===== src/rtl/msk_pkg.sv =====
// Shared definitions for the masked-sharing loader: FSM encoding and the
// counter width helper used to size word counters.
package msk_pkg;

   typedef enum logic [1:0] {
      EMPTY = 2'd0,
      FILL  = 2'd1,
      FULL  = 2'd2
   } state_e;

   // Bits needed to represent the values 0..n inclusive.
   function automatic int cnt_width(input int n);
      return (n < 1) ? 1 : $clog2(n + 1);
   endfunction

endpackage


===== src/rtl/msk_word_cnt.sv =====
// Word counter for the sharing loader: synchronous clear, increment per
// accepted word, and a flag marking the final word position of a sharing.
module msk_word_cnt #(
   parameter int NW = 8,
   parameter int CW = 4
) (
   input  logic          clk,
   input  logic          rst_n,
   input  logic          clr_i,
   input  logic          inc_i,
   output logic [CW-1:0] cnt_o,
   output logic          last_o
);

   logic [CW-1:0] cnt_q, cnt_d;

   // Clear wins over increment so an abort never leaves a stale count.
   always_comb begin
      cnt_d = cnt_q;
      if (clr_i)      cnt_d = '0;
      else if (inc_i) cnt_d = cnt_q + CW'(1);
   end

   always_ff @(posedge clk or negedge rst_n) begin
      if (!rst_n) cnt_q <= '0;
      else        cnt_q <= cnt_d;
   end

   assign cnt_o  = cnt_q;
   assign last_o = (cnt_q == CW'(NW - 1));

endmodule


===== src/rtl/msk_shares_loader.sv =====
// Collects NW words from the SW interface into one d*Nbits sharing register
// and presents it downstream with a valid/ready handshake.
module msk_shares_loader
   import msk_pkg::*;
#(
   parameter  int Nbits = 128,
   parameter  int d     = 2,
   parameter  int W     = 32,
   localparam int NW    = d * Nbits / W,
   localparam int CW    = cnt_width(NW)
) (
   input  logic                 clk,
   input  logic                 rst_n,
   input  logic                 clear,
   input  logic [W-1:0]         in_data,
   input  logic                 in_valid,
   output logic                 in_ready,
   output logic [d*Nbits-1:0]   state_out,
   output logic                 out_valid,
   input  logic                 out_ready,
   output logic [CW-1:0]        word_cnt,
   output state_e               fsm_state
);

   // Handshake rule on both ports: a word/sharing transfers on the rising
   // edge where valid and ready are both 1; clear cancels either transfer.
   if ((d * Nbits) % W != 0) begin : g_bad_width
      $fatal(1, "msk_shares_loader: d*Nbits must be a multiple of W");
   end

   state_e              state_q, state_d;
   logic [d*Nbits-1:0]  buf_q;
   logic [NW-1:0]       word_en;
   logic                in_acc, out_acc, last_word;

   assign in_ready  = (state_q != FULL);
   assign out_valid = (state_q == FULL);
   assign in_acc    = in_valid & in_ready & ~clear;
   assign out_acc   = out_valid & out_ready & ~clear;

   msk_word_cnt #(.NW(NW), .CW(CW)) u_word_cnt (
      .clk    (clk),
      .rst_n  (rst_n),
      .clr_i  (clear | out_acc),
      .inc_i  (in_acc),
      .cnt_o  (word_cnt),
      .last_o (last_word)
   );

   always_comb begin
      state_d = state_q;
      if (clear) begin
         state_d = EMPTY;
      end else begin
         case (state_q)
            EMPTY: if (in_acc) state_d = last_word ? FULL : FILL;
            FILL:  if (in_acc && last_word) state_d = FULL;
            FULL:  if (out_acc) state_d = EMPTY;
            default: state_d = EMPTY;
         endcase
      end
   end

   always_ff @(posedge clk or negedge rst_n) begin
      if (!rst_n) state_q <= EMPTY;
      else        state_q <= state_d;
   end

   // The counter value doubles as the write pointer into the buffer.
   always_comb begin
      word_en = '0;
      for (int k = 0; k < NW; k++) begin
         if (in_acc && (word_cnt == CW'(k))) word_en[k] = 1'b1;
      end
   end

   always_ff @(posedge clk or negedge rst_n) begin
      if (!rst_n) begin
         buf_q <= '0;
      end else begin
         for (int k = 0; k < NW; k++) begin
            if (word_en[k]) buf_q[k*W +: W] <= in_data;
         end
      end
   end

   assign state_out = buf_q;
   assign fsm_state = state_q;

endmodule


===== config.mk =====
export PLATFORM = sky130hd
export DESIGN_NAME = msk_shares_loader
export DESIGN_NICKNAME = d
export VERILOG_FILES = /design/src/rtl/msk_pkg.sv /design/src/rtl/msk_word_cnt.sv /design/src/rtl/msk_shares_loader.sv
export SDC_FILE = /design/constraint.sdc
export NUM_CORES = 1
export LEC_CHECK = 0
export BUFFER_PORTS_ARGS = -buffer_cell sky130_fd_sc_hd__buf_4
export CAP_MARGIN = 15
export CORE_ASPECT_RATIO = 0.75
export CORE_UTILIZATION = 45
export CTS_BUF_LIST = sky130_fd_sc_hd__clkbuf_8
export DETAILED_ROUTE_END_ITERATION = 10
export PLACE_DENSITY = 0.81
export SYNTH_ARGS = -nofsm -noshare
export SYNTH_HDL_FRONTEND = slang
export SYNTH_SLANG_ARGS = --single-unit
export TNS_END_PERCENT = 10

===== constraint.sdc =====
create_clock -name clk -period 5.5 [get_ports clk]
set_input_delay 1.1 -clock clk [delete_from_list [all_inputs] [get_ports clk]]
set_output_delay 1.1 -clock clk [all_outputs]
set_load 0.05 [all_outputs]

# Word level (Yosys, flattened, before mapping)
# Index checks and enable logic that the tools add are counted.
[word_totals]
regBits = 262
elab_cells = 58
input_bits = 37
[op_classes]
n_bitwise = 6
muxes = 16
n_addsub = 1
eq_ne = 13
reduce_logical = 12
[op_table]
columns = ["op", "count"]
rows = [
  ["4-bit by 3-bit == test with 1-bit output, second input constant", 4],
  ["2-bit two-way mux", 5],
  ["4-bit by 2-bit == test with 1-bit output, second input constant", 2],
  ["1-bit logical AND", 8],
  ["1-bit two-way mux", 8],
  ["4-bit two-way mux", 2],
  ["3-bit != test, second input constant", 2],
  ["2-bit one-hot mux with 3 select lines", 1],
  ["4-bit by 1-bit adder with 4-bit output, second input constant", 1],
  ["1-bit AND", 4],
  ["4-bit by 1-bit == test with 1-bit output, second input constant", 1],
  ["4-bit zero test", 1],
  ["3-bit by 2-bit != test with 1-bit output, second input constant", 1],
  ["3-bit AND reduction", 1],
  ["2-bit by 1-bit == test with 1-bit output, second input constant", 1],
  ["2-bit == test, second input constant", 1],
  ["2-bit zero test", 1],
  ["2-bit != test, second input constant", 1],
  ["2-bit nonzero test", 1],
  ["1-bit NOT", 1],
  ["1-bit OR", 1],
]

# Longest topological paths before layout
[depth]
word_depth = 7
mapped_depth = 6
ltp_nobuf = 4

# Modules after synthesis
# Synthesis repeated with hierarchy kept, for this count alone.
[unflattened]
hier_cells = 578
hier_area_um2 = 9965.8
[modules_own_cells]
columns = ["mod", "cells_per_inst", "n_inst", "seq_area_each_um2", "area_per_inst_um2"]
rows = [
  ["msk_shares_loader", 560, 1, 6456.2, 9765.6],
  ["msk_word_cnt", 18, 1, 100.1, 200.2],
]

# Least setup slack after synthesis
# No wires, ideal clock.
[synth_timing]
path_kind = "input -> register"
start = "input in_valid"
end = "register buf_q[161], in the netlist state_out[161]"
t_arrival_ps = 2401
required_time_ps = 5375
path_stages = 5
setup_slack_ps = 2974
setup_ps = 125
n_path_buf = 2
path_cell_list = "buf_2 > nand3b_1 > nor4b_4 > buf_4 > mux2_2"
[synth_via]
elab_chain_cells = 4
[synth_rtl]
columns = ["item", "line_no", "text"]
rows = [
  ["start, declared", "msk_shares_loader.sv:16", "input logic in_valid,"],
  ["1-bit AND (2 in a row)", "msk_shares_loader.sv:38", "assign in_acc = in_valid & in_ready & ~clear;"],
  ["1-bit logical AND", "msk_shares_loader.sv:73", "if (in_acc && (word_cnt == CW'(k))) word_en[k] = 1'b1;"],
  ["1-bit two-way mux", "msk_shares_loader.sv:73", ""],
  ["end signal, assigned by index", "msk_shares_loader.sv:82", "if (word_en[k]) buf_q[k*W +: W] <= in_data;"],
  ["end, declared", "msk_shares_loader.sv:32", "logic [d*Nbits-1:0] buf_q;"],
]
# No other way between the ends.
# A chain may end at the register's enable or synchronous reset.

# Worst setup path after layout
[layout_timing]
start = "register state_q[1], in the netlist fsm_state[1]"
end = "output in_ready"
[layout_via]
elab_chain_cells = 1
[layout_rtl]
columns = ["item", "line_no", "text"]
rows = [
  ["start, declared", "msk_shares_loader.sv:31", "state_e state_q, state_d;"],
  ["start signal, assigned", "msk_shares_loader.sv:66", "else state_q <= state_d;"],
  ["2-bit != test", "msk_shares_loader.sv:36", "assign in_ready = (state_q != FULL);"],
  ["end, declared", "msk_shares_loader.sv:17", "output logic in_ready,"],
]
# No other way between the ends.

==> results.sh <==
export IMPL_yosysTopAreaCellShare_pct=65.57
export IMPL_rsz0062_at_grt="no"
export IMPL_ys_top_cells_by_area="dfrtp_1 66%, mux2_1 14%, mux2_2 14%"
export IMPL_clkSinkCount=262
export IMPL_yosys_warnings=0
export IMPL_yosys_area_top_type="dfrtp_1"
export IMPL_p_sw_share_pct=38.46
export IMPL_fmax_mhz=284.1
export IMPL_rows=46
export IMPL_firstDrtPassIters=4
export IMPL_async_reset_ff_share_pct=100.0
export IMPL_synth_net_count=628
export IMPL_met2WireLength_um=11660
export IMPL_pwr_share_clk_pct=27.1
export IMPL_drt_met1_wl_um=11660
export IMPL_dp_hpwl_um=16740
export IMPL_drive_gt1_share_pct=53.45
export IMPL_hp_class="flop to flop"
export IMPL_power_frac_seq_pct=39.6
export IMPL_arrival_ns=2.42
export IMPL_setup_tns_ns=0
export IMPL_clkTransAtPathRegs_ns=0.06
export IMPL_p_int_mw=3.742
export IMPL_synthesis_instances=587
export IMPL_met3_length_um=1734
export IMPL_worstMarginPinSlew_ns=1.099
export IMPL_nFillCells=1625
export IMPL_nets=955
export IMPL_synthTopCellsByCount="262 x dfrtp_1, 128 x mux2_1, 128 x mux2_2"
export IMPL_grt_pass1_vias=6654
export IMPL_setup_viol=0
export IMPL_h_tree_depth=2
export IMPL_slew_headroom_pct=26.58
export IMPL_gp_routability_congestion=0.7822
export IMPL_grt_use_total_pct=22.49
export IMPL_min_period_ns=3.520
export IMPL_syn_avg_cell_area_um2=17.04
export IMPL_synth_edf_count=0
export IMPL_cts_max_path_buffers=3
export IMPL_ys_types=29
export IMPL_ctsHoldBuffers=0
export IMPL_p_sw_mw=2.339
export IMPL_crit_type="flop to output port"
export IMPL_post_cts_setup_buffer_count=0
export IMPL_synthFlopType="dfrtp_1"
export IMPL_ios=301
export IMPL_worst_skew_pair_late_latency_ns=0.54
export IMPL_start_util_pct=46.58
export IMPL_wl_per_cell_um=20.60
export IMPL_drc=0
export IMPL_antenna_cells=0
export IMPL_whs_ns=0.4887
export IMPL_grt_overflow=0
export IMPL_ys_ff_latch=262
export IMPL_ys_seq_area_share_pct=65.57
export IMPL_ant_nets=0
export IMPL_p_per_area_nw_per_um2=454.3
export IMPL_startpoint_type="flop"
export IMPL_hold_viol=0
export IMPL_synthToLayoutAreaGrowth_pct=33.85
export IMPL_dieArea_um2=22830
export IMPL_cts_root_buf="clkbuf_8"
export IMPL_cts_tree="yes"
export IMPL_vdd_ir_drop_max_mv=0.3240
export IMPL_cts_buffers=42
export IMPL_numPortBuffers=300
export IMPL_fin_crit_sh_pct=64.00
export IMPL_grt_pass1_wl_um=39390
export IMPL_outcome="finished clean"
export IMPL_viasPerCell=5.100
export IMPL_cp_end_kind="output port"
export IMPL_cp_data_required_time_ns=4.40
export IMPL_synth_most_common_cell="dfrtp_1"
export IMPL_comb_power_share_pct=33.3
export IMPL_drt_first_iter_violations=315
export IMPL_clock_skew_ns=0.02934
export IMPL_maxUsedRoutingLayer="met4"
export IMPL_cap_violations=0
export IMPL_routed_wl_um=25360
export IMPL_synth_area_um2=10000
export IMPL_die_w_um=174.1
export IMPL_via_count=6278
export IMPL_cts_resized_gates=0
export IMPL_chipHeight_um=131.1
export IMPL_p_leak_nw=7.045
export IMPL_crit_fanout=9
export IMPL_grt_max_degree=121
export IMPL_drv_slew=0
export IMPL_coreArea_um2=21470
export IMPL_antenna_found_initial=0
per-layer routing:
metal	vias up	GRT usage, %
met5	-	0
met4	0	6.450
met3	26	5.767
met2	236	35.25
met1	3271	31.27
li1	2745	-
power groups by stage:
stage               logic, mW  clock network [mW]  registers [mW]
floorplan               0.243                   0            3.51
global placement         2.02                   0            2.42
detailed placement       2.04                   0            2.44
CTS                      2.04                1.69            2.41
global route             2.09                1.78            2.44
finish                   2.03                1.65            2.41
cell usage in the layout, fill, tap and decap left out, types with 3 or more instances in the layout:
master and count:
inv_1 20, clkbuf_8 50, dfrtp_1 262, buf_4 310
nand2_1 3, ha_1 4, nor4b_4 3, mux2_1 128
mux2_2 128
registers in the layout, indices dropped and copies added (netlist names):
register	count
state_out	256
u_word_cnt.cnt_o	4
fsm_state	2
cell families after synthesis:
group	synth area share, %
AND/OR/NAND/NOR	2.540
adder cells (fa/ha/maj)	0.5005
AO/OA/AOI/OAI	0.4380
buffers and inverters	1.952
XOR/XNOR	0.1752
flip-flops	65.57
multiplexers	28.83
cell type report:
type | instances | area, um2 | area share, %
Tap cell | 288 | 360.3 | 2.692
Sequential cell | 262 | 6556 | 48.99
Clock inverter | 23 | 151.4 | 1.131
Inverter | 3 | 11.26 | 0.08414
Timing Repair Buffer | 312 | 2362 | 17.65
Clock buffer | 50 | 688.2 | 5.142
Multi-Input combinational cell | 293 | 3254 | 24.32
through the flow:
step | util [%] | area, um2 | cells | total power, mW | setup slack [ns]
floorplan | - | 10000 | 587 | 3.750 | 2.974
global placement | 58.43 | 12540 | 1158 | 4.439 | 2.312
detailed placement | 58.43 | 12540 | 1158 | 4.473 | 2.314
CTS | 62.34 | 13380 | 1231 | 6.141 | 1.976
global route | 62.34 | 13380 | 1231 | 6.321 | 1.835
finish | 62.34 | 13380 | 1231 | 6.080 | 1.980
path summary, 6_finish.rpt:
check / start / end / slack [ns] / cells after the start
min in group asynchronous: rst_n / state_out[11]$_DFFE_PN0P_ / 0.58 / 1
worst max-delay path: fsm_state[1]$_DFFE_PN0P_ / in_ready / 1.98 / 3
worst min-delay path: state_out[165]$_DFFE_PN0P_ / state_out[165]$_DFFE_PN0P_ / 0.49 / 1
worst min register to register: state_out[165]$_DFFE_PN0P_ / state_out[165]$_DFFE_PN0P_ / 0.49 / 1
max in group asynchronous: rst_n / state_out[29]$_DFFE_PN0P_ / 3.72 / 2
worst max register to register: fsm_state[1]$_DFFE_PN0P_ / state_out[0]$_DFFE_PN0P_ / 2.44 / 5
worst max-delay path: stages (launching register included):
cell,delay (ns)
dfrtp_1,0.41
nor2b_1,0.88
inv_2,0.30
buf_4,0.29
Note: power is estimated with default switching activity, not from simulation.
